## src/rtl/wb_uart_pkg.sv

```systemverilog
// Shared constants and types for the Wishbone UART transmitter.
// Register map, STATUS bit layout and the serializer state encoding.
package wb_uart_pkg;

  localparam int DIV_W = 16;

  localparam logic [1:0] REG_TXDATA  = 2'd0;
  localparam logic [1:0] REG_STATUS  = 2'd1;
  localparam logic [1:0] REG_DIVISOR = 2'd2;
  localparam logic [1:0] REG_CTRL    = 2'd3;

  localparam int ST_FULL  = 0;
  localparam int ST_EMPTY = 1;
  localparam int ST_BUSY  = 2;
  localparam int ST_OVF   = 3;
  localparam int ST_CNT   = 8;

  typedef enum logic [1:0] {
    S_IDLE,
    S_START,
    S_DATA,
    S_STOP
  } tx_state_e;

endpackage

```

## src/rtl/wb_uart_tx_if.sv

```systemverilog
// Wishbone B4 classic bus bundle shared by the interconnect ports.
// Masters drive the request; slaves return data and ack.
interface wb_bus;
  logic        cyc;
  logic        stb;
  logic        we;
  logic [31:0] adr;
  logic [3:0]  sel;
  logic [31:0] dat_w;
  logic [31:0] dat_r;
  logic        ack;

  modport master (
    output cyc, stb, we, adr, sel, dat_w,
    input  dat_r, ack
  );

  modport slave (
    input  cyc, stb, we, adr, sel, dat_w,
    output dat_r, ack
  );
endinterface

```

## src/rtl/wb_uart_tx_fifo.sv

```systemverilog
// Synchronous FIFO with occupancy count; DEPTH must be a power of two.
// A push at full is accepted only when a pop frees a slot that cycle.
module sync_fifo #(
  parameter  int WIDTH = 8,
  parameter  int DEPTH = 8,
  localparam int AW    = $clog2(DEPTH)
) (
  input  logic             clk,
  input  logic             rst,
  input  logic             push,
  input  logic [WIDTH-1:0] din,
  input  logic             pop,
  output logic [WIDTH-1:0] dout,
  output logic             full,
  output logic             empty,
  output logic [AW:0]      count
);

  logic [WIDTH-1:0] r_mem [DEPTH];
  logic [AW-1:0]    r_wp;
  logic [AW-1:0]    r_rp;
  logic [AW:0]      r_cnt;
  logic             w_push;
  logic             w_pop;

  assign full   = (r_cnt == (AW+1)'(DEPTH));
  assign empty  = (r_cnt == '0);
  assign count  = r_cnt;
  assign dout   = r_mem[r_rp];
  assign w_pop  = pop & ~empty;
  assign w_push = push & (~full | w_pop);

  always_ff @(posedge clk) begin
    if (rst) begin
      r_wp  <= '0;
      r_rp  <= '0;
      r_cnt <= '0;
    end else begin
      if (w_push) r_wp <= r_wp + 1'b1;
      if (w_pop)  r_rp <= r_rp + 1'b1;
      case ({w_push, w_pop})
        2'b10:   r_cnt <= r_cnt + 1'b1;
        2'b01:   r_cnt <= r_cnt - 1'b1;
        default: r_cnt <= r_cnt;
      endcase
    end
  end

  always_ff @(posedge clk) begin
    if (w_push) r_mem[r_wp] <= din;
  end

endmodule

```

## src/rtl/wb_uart_tx.sv

```systemverilog
// Wishbone-attached 8N1 UART transmitter with TX FIFO.
// Registers: TXDATA, STATUS (W1C OVF), DIVISOR, CTRL.EN.
module wb_uart_tx
  import wb_uart_pkg::*;
#(
  parameter int               FIFO_DEPTH  = 8,
  parameter logic [DIV_W-1:0] DIV_DEFAULT = 16'd433
) (
  input  logic clk_in,
  input  logic reset_in,
  wb_bus.slave bus_slave,
  output logic tx_out
);

  localparam int CW = $clog2(FIFO_DEPTH) + 1;

  logic             r_ack;
  logic [31:0]      r_dat;
  logic             r_en;
  logic             r_ovf;
  logic [DIV_W-1:0] r_div;
  logic             w_req;
  logic             w_wr;
  logic             w_sel_st;
  logic             w_sel_div;
  logic             w_sel_ctl;
  logic [1:0]       w_reg;
  logic [31:0]      w_rdata;
  logic             w_unused;

  logic             w_push;
  logic             w_pop;
  logic             w_full;
  logic             w_empty;
  logic [7:0]       w_head;
  logic [CW-1:0]    w_count;

  tx_state_e        r_state;
  tx_state_e        w_state;
  logic [DIV_W-1:0] r_baud;
  logic [DIV_W-1:0] w_baud;
  logic [DIV_W-1:0] r_bdiv;
  logic [DIV_W-1:0] w_bdiv;
  logic [2:0]       r_bit;
  logic [2:0]       w_bit;
  logic [7:0]       r_shift;
  logic [7:0]       w_shift;
  logic             r_tx;
  logic             w_tx;
  logic             w_tick;
  logic             w_go;

  assign w_req     = bus_slave.cyc & bus_slave.stb & ~r_ack;
  assign w_wr      = w_req & bus_slave.we;
  assign w_reg     = bus_slave.adr[3:2];
  assign w_sel_st  = (w_reg == REG_STATUS);
  assign w_sel_div = (w_reg == REG_DIVISOR);
  assign w_sel_ctl = (w_reg == REG_CTRL);
  assign w_push    = w_wr & (w_reg == REG_TXDATA);
  assign w_unused  = ^{bus_slave.sel, bus_slave.adr[31:4],
                       bus_slave.adr[1:0], bus_slave.dat_w[31:16]};

  always_comb begin
    w_rdata = '0;
    unique case (1'b1)
      w_sel_st: begin
        w_rdata[ST_FULL]       = w_full;
        w_rdata[ST_EMPTY]      = w_empty;
        w_rdata[ST_BUSY]       = (r_state != S_IDLE);
        w_rdata[ST_OVF]        = r_ovf;
        w_rdata[ST_CNT +: 4]   = 4'(w_count);
      end
      w_sel_div: w_rdata[DIV_W-1:0] = r_div;
      w_sel_ctl: w_rdata[0]         = r_en;
      default:   w_rdata            = '0;
    endcase
  end

  // All register side effects happen on the edge that raises ACK.
  always_ff @(posedge clk_in) begin
    if (reset_in) begin
      r_ack <= 1'b0;
      r_dat <= '0;
      r_en  <= 1'b0;
      r_ovf <= 1'b0;
      r_div <= DIV_DEFAULT;
    end else begin
      r_ack <= w_req;
      r_dat <= (w_req & ~bus_slave.we) ? w_rdata : '0;
      if (w_wr & w_sel_ctl) r_en  <= bus_slave.dat_w[0];
      if (w_wr & w_sel_div) r_div <= bus_slave.dat_w[DIV_W-1:0];
      if (w_push & w_full & ~w_pop)
        r_ovf <= 1'b1;
      else if (w_wr & w_sel_st & bus_slave.dat_w[ST_OVF])
        r_ovf <= 1'b0;
    end
  end

  assign bus_slave.ack   = r_ack;
  assign bus_slave.dat_r = r_dat;

  sync_fifo #(
    .WIDTH (8),
    .DEPTH (FIFO_DEPTH)
  ) u_fifo (
    .clk   (clk_in),
    .rst   (reset_in),
    .push  (w_push),
    .din   (bus_slave.dat_w[7:0]),
    .pop   (w_pop),
    .dout  (w_head),
    .full  (w_full),
    .empty (w_empty),
    .count (w_count)
  );

  // Bit period is latched at each boundary so DIVISOR writes never cut a bit.
  assign w_tick = (r_baud == r_bdiv);
  assign w_go   = r_en & ~w_empty;

  always_comb begin
    w_state = r_state;
    w_baud  = r_baud + 1'b1;
    w_bdiv  = r_bdiv;
    w_bit   = r_bit;
    w_shift = r_shift;
    w_pop   = 1'b0;
    unique case (r_state)
      S_IDLE: begin
        w_baud = '0;
        if (w_go) begin
          w_state = S_START;
          w_pop   = 1'b1;
          w_shift = w_head;
          w_bdiv  = r_div;
        end
      end
      S_START: if (w_tick) begin
        w_state = S_DATA;
        w_bit   = '0;
        w_baud  = '0;
        w_bdiv  = r_div;
      end
      S_DATA: if (w_tick) begin
        w_baud  = '0;
        w_bdiv  = r_div;
        w_shift = r_shift >> 1;
        if (r_bit == 3'd7) w_state = S_STOP;
        else               w_bit   = r_bit + 1'b1;
      end
      S_STOP: if (w_tick) begin
        w_baud = '0;
        w_bdiv = r_div;
        if (w_go) begin
          w_state = S_START;
          w_pop   = 1'b1;
          w_shift = w_head;
        end else begin
          w_state = S_IDLE;
        end
      end
      default: w_state = S_IDLE;
    endcase
    w_tx = 1'b1;
    if (w_state == S_START)     w_tx = 1'b0;
    else if (w_state == S_DATA) w_tx = w_shift[0];
  end

  always_ff @(posedge clk_in) begin
    if (reset_in) begin
      r_state <= S_IDLE;
      r_baud  <= '0;
      r_bdiv  <= '0;
      r_bit   <= '0;
      r_shift <= '0;
      r_tx    <= 1'b1;
    end else begin
      r_state <= w_state;
      r_baud  <= w_baud;
      r_bdiv  <= w_bdiv;
      r_bit   <= w_bit;
      r_shift <= w_shift;
      r_tx    <= w_tx;
    end
  end

  assign tx_out = r_tx;

endmodule

```

## src/flat_wrapper.sv

```systemverilog
// flat-port wrapper written by rule: the top's interface ports become plain ports
module wb_uart_tx_flat import wb_uart_pkg::*;
#(
  parameter int               FIFO_DEPTH  = 8,
  parameter logic [DIV_W-1:0] DIV_DEFAULT = 16'd433
)
  (clk_in, reset_in, tx_out, bus_slave_cyc, bus_slave_stb, bus_slave_we, bus_slave_adr, bus_slave_sel, bus_slave_dat_w, bus_slave_dat_r, bus_slave_ack);
  wb_bus bus_slave_i ();
  input  logic clk_in;
  input  logic reset_in;
  output logic tx_out;
  input wire logic [$bits(bus_slave_i.cyc)-1:0] bus_slave_cyc;
  input wire logic [$bits(bus_slave_i.stb)-1:0] bus_slave_stb;
  input wire logic [$bits(bus_slave_i.we)-1:0] bus_slave_we;
  input wire logic [$bits(bus_slave_i.adr)-1:0] bus_slave_adr;
  input wire logic [$bits(bus_slave_i.sel)-1:0] bus_slave_sel;
  input wire logic [$bits(bus_slave_i.dat_w)-1:0] bus_slave_dat_w;
  output wire logic [$bits(bus_slave_i.dat_r)-1:0] bus_slave_dat_r;
  output wire logic [$bits(bus_slave_i.ack)-1:0] bus_slave_ack;
  assign bus_slave_i.cyc = bus_slave_cyc;
  assign bus_slave_i.stb = bus_slave_stb;
  assign bus_slave_i.we = bus_slave_we;
  assign bus_slave_i.adr = bus_slave_adr;
  assign bus_slave_i.sel = bus_slave_sel;
  assign bus_slave_i.dat_w = bus_slave_dat_w;
  assign bus_slave_dat_r = bus_slave_i.dat_r;
  assign bus_slave_ack = bus_slave_i.ack;
  wb_uart_tx #(.FIFO_DEPTH(FIFO_DEPTH), .DIV_DEFAULT(DIV_DEFAULT)) u_core (.clk_in(clk_in), .reset_in(reset_in), .bus_slave(bus_slave_i), .tx_out(tx_out));
endmodule
```

## config.mk

```make
export PLATFORM = sky130hd
export DESIGN_NAME = wb_uart_tx_flat
export DESIGN_NICKNAME = d
export VERILOG_FILES = /design/src/rtl/wb_uart_pkg.sv /design/src/rtl/wb_uart_tx_if.sv /design/src/rtl/wb_uart_tx_fifo.sv /design/src/rtl/wb_uart_tx.sv /design/src/flat_wrapper.sv
export SDC_FILE = /design/constraint.sdc
export NUM_CORES = 1
export LEC_CHECK = 0
export ABC_AREA = 1
export BUFFER_PORTS_ARGS = -buffer_cell sky130_fd_sc_hd__buf_2
export CORE_ASPECT_RATIO = 1.2
export CORE_MARGIN = 5
export CORE_UTILIZATION = 28
export DETAILED_ROUTE_END_ITERATION = 10
export GPL_ROUTABILITY_DRIVEN = 0
export GPL_TIMING_DRIVEN = 0
export SLEW_MARGIN = 40
export SYNTH_ARGS = -nofsm -noshare
export SYNTH_HDL_FRONTEND = slang
export SYNTH_SLANG_ARGS = --single-unit
```

## constraint.sdc

```tcl
create_clock -name clk_in -period 5.1 [get_ports clk_in]
set_input_delay 0.255 -clock clk_in [delete_from_list [all_inputs] [get_ports clk_in]]
set_output_delay 0.255 -clock clk_in [all_outputs]
set_load 0.02 [all_outputs]
```

==> After elaboration in Yosys (flattened, before gate mapping) <==
Memory sizes are Yosys's and may differ from the RTL's. A register that Yosys moved wholly into a read port is not among the register bits.
Cells that the tools add are included.
Widths: inputs -> output; s select.
{ "word_totals": {"in_bits": 73, "memories": 1, "ramBits": 64, "register_bits": 107} }
{ "memory_table": {"columns": ["name", "depth", "width", "rd", "rd_clocked_by_memory_dff", "wr", "line_no", "text"], "rows": [
  ["u_core.u_fifo.r_mem", 8, 8, 1, 1, 1, "wb_uart_tx_fifo.sv:19", "logic [WIDTH-1:0] r_mem [DEPTH];"]
]} }
{ "classes": {"eq_ne": 19, "add_sub_neg": 6, "bitwise": 22, "muxes": 35, "n_reduce_logical": 14} }
{ "op_table": {"columns": ["operator", "count"], "rows": [
  ["$pmux 16 s2", 2],
  ["$mux 16", 3],
  ["$mux 8", 3],
  ["$pmux 8 s3", 1],
  ["$add 16x1->16 const B", 1],
  ["$eq 16x16->1", 1],
  ["$pmux 4 s2", 2],
  ["$mux 3", 5],
  ["$and 1x1->1", 14],
  ["$eq 2x2->1 const B", 6],
  ["$pmux 3 s2", 2],
  ["$mux 2", 5],
  ["$ne 2x1->1 const B", 5],
  ["$add 3x1->3 const B", 3],
  ["$mux 1", 9],
  ["$eq 2x1->1 const B", 4],
  ["$pmux 2 s4", 1],
  ["$reduce_bool 2->1", 4],
  ["$not 1->1", 7],
  ["$reduce_or 3->1", 2],
  ["$add 4x1->4 const B", 1],
  ["$eq 4x4->1 const B", 1],
  ["$logic_not 2->1", 2],
  ["$logic_not 4->1", 1],
  ["other kinds (11)", 11]
]} }

==> Depth between registers and ports, before layout <==
{ "depth": {"ltp_word": 11, "depth_mapped": 16} }

==> Cells and area by module <==
From an unflattened synthesis, not the netlist that was laid out.
{ "hier_totals": {"cells_unflattened": 790, "area_unflattened_um2": 7023.0} }
{ "by_module_without_submodules": {"columns": ["module", "area_per_inst_um2", "cells_per_inst", "instances", "seq_area_each_um2"], "rows": [
  ["wb_uart_tx", 3806.2, 530, 1, 1621.6],
  ["sync_fifo", 3216.8, 260, 1, 2182.1]
]} }

==> Worst setup path after synthesis <==
OpenSTA, ideal clock, no wires.
{ "synth_path": {"path_kind": "reg2reg", "start": "register u_core.r_baud[6]", "end": "memory u_core.u_fifo.r_mem[3][0] (enable)", "path_buffers": 0, "t_arrival_ns": 2.105, "t_required_ns": 4.717, "setup_slack_ns": 2.611, "stages_incl_launch_ff": 15, "path_cell_list": "dfxtp_1 inv_2 nand2_1 nand2_1 nor2_1 nand2_1 nor2_2 nand2_2 o21ai_4 nand2_4 nand2_4 nand2_4 inv_1 nand2_1 nor3_1"} }
{ "synth_between": {"elab_chain_cells": 8} }
{ "synth_lines": {"columns": ["item", "line_no", "text"], "rows": [
  ["start: declaration", "wb_uart_tx.sv:40", "logic [DIV_W-1:0] r_baud;"],
  ["start signal: assignment", "wb_uart_tx.sv:179", "r_baud <= w_baud;"],
  ["$eq 16x16->1", "wb_uart_tx.sv:118", "assign w_tick = (r_baud == r_bdiv);"],
  ["$mux 1", "wb_uart_tx.sv:151", "S_STOP: if (w_tick) begin"],
  ["$pmux 1 s2", "wb_uart_tx.sv:128", "unique case (r_state)"],
  ["$and 1x1->1", "wb_uart_tx_fifo.sv:30", "assign w_pop = pop & ~empty;"],
  ["$or 1x1->1", "wb_uart_tx_fifo.sv:31", "assign w_push = push & (~full | w_pop);"],
  ["$and 1x1->1", "wb_uart_tx_fifo.sv:31", null],
  ["$mux 1", "wb_uart_tx_fifo.sv:50", "if (w_push) r_mem[r_wp] <= din;"],
  ["$mux 1 (implied by the code)", "wb_uart_tx_fifo.sv:50", null],
  ["end: declaration", "wb_uart_tx_fifo.sv:19", null]
]} }
No other way between the ends.

==> Final worst setup path <==
{ "layout_path": {"start": "register u_core.u_fifo.r_cnt[0] (netlist: u_core.u_fifo.count[0])", "end": "memory u_core.u_fifo.r_mem[2][0] (enable)"} }
{ "layout_between": {"elab_chain_cells": 11} }
{ "layout_lines": {"columns": ["item", "line_no", "text"], "rows": [
  ["start: declaration", "wb_uart_tx_fifo.sv:22", "logic [AW:0] r_cnt;"],
  ["start signal: assignment", "wb_uart_tx_fifo.sv:42", "2'b10: r_cnt <= r_cnt + 1'b1;"],
  ["start signal: assignment", "wb_uart_tx_fifo.sv:43", "2'b01: r_cnt <= r_cnt - 1'b1;"],
  ["start signal: assignment", "wb_uart_tx_fifo.sv:44", "default: r_cnt <= r_cnt;"],
  ["$logic_not 4->1", "wb_uart_tx_fifo.sv:27", "assign empty = (r_cnt == '0);"],
  ["$not 1->1", "wb_uart_tx_fifo.sv:30, wb_uart_tx.sv:119", null],
  ["$and 1x1->1", "wb_uart_tx.sv:119", "assign w_go = r_en & ~w_empty;"],
  ["$mux 1", "wb_uart_tx.sv:131, wb_uart_tx.sv:154", null],
  ["$mux 1", "wb_uart_tx.sv:151", null],
  ["$pmux 1 s2", "wb_uart_tx.sv:128", null],
  ["$and 1x1->1", "wb_uart_tx_fifo.sv:30", null],
  ["$or 1x1->1 *", "wb_uart_tx_fifo.sv:31", null],
  ["$and 1x1->1 *", "wb_uart_tx_fifo.sv:31", null],
  ["$mux 1 *", "wb_uart_tx_fifo.sv:50", null],
  ["$mux 1 (implied by the code) *", "wb_uart_tx_fifo.sv:50", null]
]} }
Mark *: on every way between the ends. The rest lies on a longest branch, timed or not.

==> flow_summary.yaml <==
cts:
  path_clk_slew_ns: 0.07
  cts_resized: 0
  cts_root_buffer: "clkbuf_16"
  ctsHtreeMaxLevel: 4
  cts_setup_buffers: 0
  cts_hold_buf: 0
  cts.sinks: 158
  cts_max_path_buffers: 2
  cts_tree: "done"
  numCtsBuffers: 17
  insertion_delay_ns: 0.42
worst_setup_path:
  cp.depth: 9
  critPathMaxStageDelay_ns: 0.61
  r2r_cells: 9
  critPathLaunchType: "flip-flop"
  slowest_stage: "nor3_2"
  cp_common_cell: "nand2_4"
  crit_family: "simple AND/OR/NAND/NOR gates"
  path_cells: "nor3_1 > a21oi_2 > inv_1 > nor2_4 > nand2_4 > nand2_4 > nand2_4 > or2_4 > nor3_2"
  path_class: "reg -> reg"
  required_ns: 5.15
  cp_num_buf_inv: 1
  cp.arrival_ns: 3.13
  path_max_fanout: 10
  end_kind: "flip-flop"
placed_design:
  place_area_sq_um: 7600
  placed_cells: 1180
  dp_hpwl_um: 12200
  portBuffers: 40
synth:
  synthTopCellsByCount: "nand2_1 (151), dfxtp_1 (94), nor2_1 (94)"
  avgSynthCellArea_sq_um: 8.65
  ys_seq_area_share_pct: 55.0
  synth_most_common_cell: "nand2_1"
  ys_types: 37
  synth-edff-count: 64
  synth.area.top_cells: "edfxtp_1 (28%), dfxtp_1 (27%), nand2_1 (8.2%), o21ai_0 (5.6%), nor2_1 (5.1%)"
  ys.flop_type: "dfxtp_1"
  synth_top_area_share_pct: 27.8
  synthCells: 800
  synth_area_sq_um: 6920
  async_reset_ff_share_pct: 0
  ys_ff_latch: 158
  yosys.area.top_type: "edfxtp_1"
  yosys_warnings: 0
grt:
  grt_pass1_vias: 5252
  grt-ovfl-total: 0
  grt_pass1_wl_um: 27300
  track_usage_pct: 12.3
  grt_max_degree: 17
  antenna_found_initial: 0
route:
  vias_per_cell: 4.53
  firstDrtPassIters: 4
  detail_route.iter0.violations: 317
  drc_errors: 0
  via_count: 5487
  wl_per_cell_um: 14.0
  drt_wl_total_um: 17000
  ant_nets: 0
layout:
  fin_nets: 964
  drive_gt1_share_pct: 12.6
  fin_cells: 1212
  fin_util_pct: 33.3
  n_antenna_cell: 0
  syn_to_final_growth_pct: 17.9
  fin_area_sq_um: 8160
floorplanning:
  die_w_um: 154
  die_area_sq_um: 28000
  core_area_sq_um: 24500
  initial_core_util_pct: 28.2
  ioPinCount: 107
  die_y_um: 182
  rows: 63
min_path:
  hold_class: "in -> reg"
  whs_path_depth: 3
sta:
  rsz0062_at_grt: "false"
  finalSetupViolCount: 0
  fin_skew_ns: 0.0104
  hold_viol_final: 0
  min_period_over_period_pct: 60.4
  period_minus_slack_ns: 3.08
  finalSetupTns_ns: 0
  slew_viol_final: 0
  fmaxAchievable_ghz: 0.324
  worst_slew_pin_slew_ns: 0.800
  maxSlewHeadroom_pct: 46.4
run:
  cap_violations: 0
outcome:
  status: "completed"
power:
  power_leakage_nw: 3.11
  ir_drop_uv: 241
  power_density_nw_per_um2: 341
-- stage by stage --
step / setup WS, ns / hold WS [ns] / power (W)
after floorplan: 2.61 / 0.339 / 0.00153
after global placement: 1.69 / 0.436 / 0.00159
after detailed placement: 2.06 / 0.449 / 0.00160
final: 2.02 / 0.0421 / 0.00278
after CTS: 2.05 / 0.0320 / 0.00281
after global routing: 1.90 / 0.0387 / 0.00290
-- final cells by class --
type                    count  area, sq um
fillers                  2496        16400
flip-flops and latches    158         3800
multi-input cells         521         2620
clock buffers              19          433
well taps                 325          407
inverters                  94          353
plain buffers              42          219
repair buffers             40          200
clock inverters            13          129
-- registers in the layout, summed over array words and instances (netlist names), named ones only --
signal                  count
u_core.u_fifo.r_mem        64
u_core.bus_slave.dat_r     16
u_core.r_baud              16
u_core.r_bdiv              16
u_core.r_div               16
u_core.r_shift              8
u_core.u_fifo.count         4
u_core.r_bit                3
u_core.u_fifo.r_rp          3
u_core.u_fifo.r_wp          3
u_core.r_state              2
u_core.bus_slave.ack        1
u_core.r_en                 1
u_core.r_ovf                1
u_core.tx_out               1
-- tightest hold or removal path, delay by kind of cell --
kind,cells,cell delay [ns]
simple gates,2,0.10
buf+inv,1,0.07
-- metal layers --
layer	vias up	GRT usage (%)	part of all wire [%]
met2	138	20.5	48
met5	-	0	0
met4	0	5.30	2.6
met3	32	2.75	4.8
li1	2769	-	-
met1	2548	15.4	45
-- kinds of logic (layout without fill, tap and decap cells) --
family	count (synthesis)	count (layout)	synth area share, %
AOI/OAI and AO/OA	176	176	14.1
xor gates and xnor gates	7	7	0.886
adders and majority gates	17	17	3.07
buffers and inverters	136	208	8.26
DFF	158	158	55.0
other	1	16	0.0542
and+or+nand+nor	305	305	18.6
-- cell usage in the layout, fill, tap and decap left out, types with 2 or more instances in the layout --
master        n
buf_2        41
buf_1         3
clkinvlp_4    3
o221ai_1      8
ha_1         17
nand2_1     151
inv_8         2
nand4_1       3
nand3_1      28
nor2_1       94
clkbuf_16    17
a21oi_2       2
xor2_1        7
inv_1        90
a21oi_1      61
edfxtp_1     64
conb_1       16
o21ai_1       2
inv_6         4
dfxtp_1      94
nor3_1        9
nand2_4       3
nor2_2        4
o22ai_1      10
o211ai_1     10
clkbuf_1     24
o21ai_0      78
nor3b_1       2
inv_2         4
nor3_2        6
buf_4        16
-- power by group --
group / switching, W / leakage [nW] / total, W / internal, W
registers: 0.0000150 / 1.34 / 0.00135 / 0.00134
logic: 0.000151 / 1.51 / 0.000218 / 0.0000662
clock network: 0.000533 / 0.265 / 0.00122 / 0.000682
-- worst paths after layout --
path / from / slack, ns / endpoint
max reg2reg: u_core.u_fifo.count[0]$_SDFFE_PP0P_ / 2.02 / u_core.u_fifo.r_mem[2][0]$_DFFE_PP_
min: bus_slave_dat_w[8] / 0.04 / u_core.r_div[8]$_SDFFE_PP1P_
max: u_core.u_fifo.count[0]$_SDFFE_PP0P_ / 2.02 / u_core.u_fifo.r_mem[2][0]$_DFFE_PP_
min reg2reg: u_core.r_div[14]$_SDFFE_PP0P_ / 0.46 / u_core.bus_slave.dat_r[14]$_SDFF_PP0_
Note: power is estimated with default switching activity, not from simulation.
